[config.mk]
export PLATFORM = sky130hd
export DESIGN_NAME = io_cmd_seq
export DESIGN_NICKNAME = d
export VERILOG_FILES = /design/src/rtl/io_cmd_seq.sv
export SDC_FILE = /design/constraint.sdc
export NUM_CORES = 1
export LEC_CHECK = 0
export BUFFER_PORTS_ARGS = -buffer_cell sky130_fd_sc_hd__buf_4
export CORE_MARGIN = 2
export CORE_UTILIZATION = 41
export CTS_CLUSTER_DIAMETER = 80
export DETAILED_ROUTE_END_ITERATION = 10
export PLACE_DENSITY = 0.73
export SLEW_MARGIN = 20
export SYNTH_ARGS = -nofsm -noshare
export SYNTH_HDL_FRONTEND = slang
export SYNTH_SLANG_ARGS = --single-unit
export TNS_END_PERCENT = 5
[constraint.sdc]
create_clock -name clk -period 1.4 [get_ports clk]
set_input_delay 0.28 -clock clk [delete_from_list [all_inputs] [get_ports clk]]
set_output_delay 0.28 -clock clk [all_outputs]
set_load 0.01 [all_outputs]
[src/rtl/io_cmd_seq.sv]
// io_cmd_seq: registered host-command decode plus autonomous CIM row-read sequencer (optional IO_CMD_ERR_EN flags orphan buffer selects)
module io_cmd_seq #(
    parameter int AW        = 9,
    parameter int CAW       = 4,
    parameter int READ_ROWS = 16
) (
    input  logic          clk,
    input  logic          rst,
    input  logic          wen,
    input  logic          wbuf,
    input  logic          cal,
    input  logic [AW-1:0] a_in,
    input  logic          read_req,
    output logic [AW-1:0] a_out,
    output logic          wrt,
    output logic          wrtbuf,
    output logic          cal_b,
    output logic          read_busy,
    output logic          read_done,
    output logic          err
);
    localparam logic [0:0] IDLE = 1'b0;
    localparam logic [0:0] READ = 1'b1;
    logic [0:0]     state_q, state_d;
    logic [CAW-1:0] cnt_q, cnt_d;
    logic [AW-1:0]  a_q, a_d;
    logic           wrt_q, wrt_d, wrtbuf_q, wrtbuf_d, cal_q, cal_d;
    logic           busy_q, busy_d, done_q, done_d;
    logic           start, last;
    assign start = read_req & ~wen & ~cal;
    assign last  = cnt_q == CAW'(READ_ROWS - 1);
    // decode commands in IDLE; in READ sweep rows and ignore every command input
    always_comb begin
        state_d  = state_q;
        cnt_d    = cnt_q;
        a_d      = a_q;
        wrt_d    = 1'b0;
        wrtbuf_d = 1'b0;
        cal_d    = 1'b0;
        busy_d   = busy_q;
        done_d   = 1'b0;
        if (state_q == IDLE) begin
            wrt_d    = wen & ~wbuf;
            wrtbuf_d = wen & wbuf;
            cal_d    = cal & ~wen & ~wbuf;
            a_d      = start ? '0 : a_in;
            state_d  = start ? READ : IDLE;
            cnt_d    = '0;
            busy_d   = start;
        end else begin
            cnt_d   = last ? '0 : cnt_q + 1'b1;
            a_d     = AW'(cnt_d);
            state_d = last ? IDLE : READ;
            busy_d  = ~last;
            done_d  = last;
        end
    end
    // state and output registers
    always_ff @(posedge clk) begin
        if (rst) begin
            state_q  <= IDLE;
            cnt_q    <= '0;
            a_q      <= '0;
            wrt_q    <= 1'b0;
            wrtbuf_q <= 1'b0;
            cal_q    <= 1'b0;
            busy_q   <= 1'b0;
            done_q   <= 1'b0;
        end else begin
            state_q  <= state_d;
            cnt_q    <= cnt_d;
            a_q      <= a_d;
            wrt_q    <= wrt_d;
            wrtbuf_q <= wrtbuf_d;
            cal_q    <= cal_d;
            busy_q   <= busy_d;
            done_q   <= done_d;
        end
    end
    assign a_out     = a_q;
    assign wrt       = wrt_q;
    assign wrtbuf    = wrtbuf_q;
    assign cal_b     = cal_q;
    assign read_busy = busy_q;
    assign read_done = done_q;
`ifdef IO_CMD_ERR_EN
    logic err_q;
    // sticky flag for a buffer select without a write in IDLE
    always_ff @(posedge clk) begin
        if (rst) err_q <= 1'b0;
        else if (state_q == IDLE && wbuf && !wen) err_q <= 1'b1;
    end
    assign err = err_q;
`else
    assign err = 1'b0;
`endif
endmodule

==> out/results.ini <==
[yosys]
synthTopCellsByCount=18 x dfxtp_1, 5 x and2_1, 5 x nor2_1
avgSynthCellArea_sq_um=11.8
synth-async-reset-ratio=0
syn_nets=66
synth_flop_cell=dfxtp_1
synth_top_cell_by_area=dfxtp_1
ys_ff_latch=18
netlist_instances=50
ys.warnings.count=0
netlist_top_cells_area=dfxtp_1 61%, and2_1 5.3%, nor2_1 3.2%, o2bb2ai_1 3.0%, a21o_1 2.5%
synth.most_common_cell=dfxtp_1
syn-cell-area_sq_um=591
ys_seq_area_frac=0.610
synth_edf_count=0
synth_top_cell_area_share=0.610
synthDistinctLibCells=22

[clocking]
h-tree-depth=1
clock-sinks=18
cts_root_buf=clkbuf_4
cts_tree=done
cts-hold-fix-buffers=0
clk_pin_slew_ns=0.09
cts_buffers=3
post_cts_resized=0
clock_latency_ns=0.28
cts_setup_buffers=0
cts_buffer_depth=2

[worst_setup_path]
slowest_delay_ns=0.40
cp_data_required_time_ns=1.12
endpoint_kind=primary output
r2r_cells=4
start_kind=flip-flop
cpLargestDelayFamily=flip-flops
path_depth=1
path_class=reg -> out
path_max_fanout=5
crit_chain=buf_4
arrival_ns=0.83
cp_slowest_cell=dfxtp_1
crit_buf_inv=1

[detailed_routing]
wl_per_cell_um=10.0
drtPass1Iterations=4
final_antenna_net_count=0
drt_wl_total_um=951
detailroute.via_count=432
first_iter_violations=4
drc=0
viasPerCell=4.55

[place]
globalplace.congestion=0.638
port_buffers=28
post-place-ws_ns=0.362
place_hpwl_um=767
place_area_sq_um=812

[floorplanning]
row_count=13
core_area_sq_um=1320
num_io_pins=30
start_util=0.448
die_area_sq_um=1760
die_x_um=42.0
fp.dieH_um=42.0

[timing]
whs_ns=0.160
fin_ws_ns=0.293
fin_setup_tns_ns=0
finClkSkew_ns=0.00461
fmax_mhz=903
drv_slew=0
min_period_ns=1.11
fin_crit_sh=0.791
rsz0062_at_grt=false
hold_viol=0
setup_viol=0

[power_and_ir_drop]
p_total_mw=0.899
p_switching_mw=0.193
cellPowerDensity_nw_per_um2=1080
netSwitchingFraction=0.215
pwr-share-clk=0.267
internal_power_mw=0.706
static-leakage-power_nw=0.405
peakVddDrop_uv=626
p_comb_frac=0.128
seqPwrFrac=0.604

[global_route]
grtUsageMet3=0.0304
grt_overflow_total=0
met2_usage=0.188
use_met1=0.147
first_global_vias=425
grt_pass1_wl_mm=1.64
antenna_found_initial=0
grt_start_max_net_pins=10
grt_util_all_layers=0.123
busiest_layer=met2

[worst_hold_path]
hold_depth=2
hold_class=in -> reg

[job]
maxCapViolations=0

[status]
status=completed

[layout]
insertedDiodeCount=0
drive_above_1_share=0.463
final_nets=98
area.growth.synth_to_final_pct=41.3
post-route-cell-area_sq_um=835

stage by stage:
step / util / cells
final: 0.633 / 95
after floorplan: - / 50
after detailed placement: 0.616 / 92
after CTS: 0.633 / 95
after global routing: 0.633 / 95
after global placement: 0.616 / 92
placed cells by master, fill, tap and decap left out:
master and count:
nor2b_2 1, and2_1 5, o41ai_1 1, o2bb2ai_1 2
and4bb_1 1, nand2b_1 1, xnor2_1 1, dfxtp_1 18
nand2_2 1, nand2_1 1, nand3_1 2, a21o_1 2
ha_1 1, buf_4 28, and2_4 1, nand2b_4 1
o21a_4 1, xor2_1 1, conb_1 1, and3_1 1
nor2_1 5, nor2_2 1, clkbuf_4 3
worst paths after layout:
kind,to,startpoint,slack (ns)
worst min-delay path,wrt,wbuf,0.16
worst min register to register,cnt_q[0],cnt_q[0],0.48
worst max register to register,a_out[2],cnt_q[0],0.37
worst max-delay path,read_busy,state_q,0.29
power groups by stage:
stage	combinational [mW]	clock [mW]	sequential (mW)
finish	0.115	0.240	0.543
detailed placement	0.117	0	0.555
global placement	0.115	0	0.555
global route	0.126	0.276	0.546
floorplan	0.0361	0	0.566
CTS	0.117	0.252	0.544
layout make-up:
type	instances	area, sq um
multi-input cells	31	223
clock buffers	3	22.5
fillers	111	483
repair buffers	28	210
well taps	15	18.8
flip-flops and latches	18	360
state kept, by name, indices dropped and copies added, names as in the netlist:
name,cells
a_out,9
cnt_q,4
cal_b,1
read_done,1
state_q,1
wrt,1
wrtbuf,1
cells by family (layout without fill, tap and decap cells):
family,count (synthesis),in the layout,synth area share
simple gates,21,21,0.225
flops,18,18,0.610
compound gates,6,6,0.0953
xor+xnor,2,2,0.0297
fa+ha+maj,1,1,0.0212
other cells,1,1,0.00635
buf+inv,1,31,0.0127
routing by layer:
metal,vias to the layer above,part of all wire
li1,224,-
met1,190,0.44
met2,16,0.48
met3,2,0.064
met4,0,0.015
met5,-,0
Power figures use the tool's default switching activity.
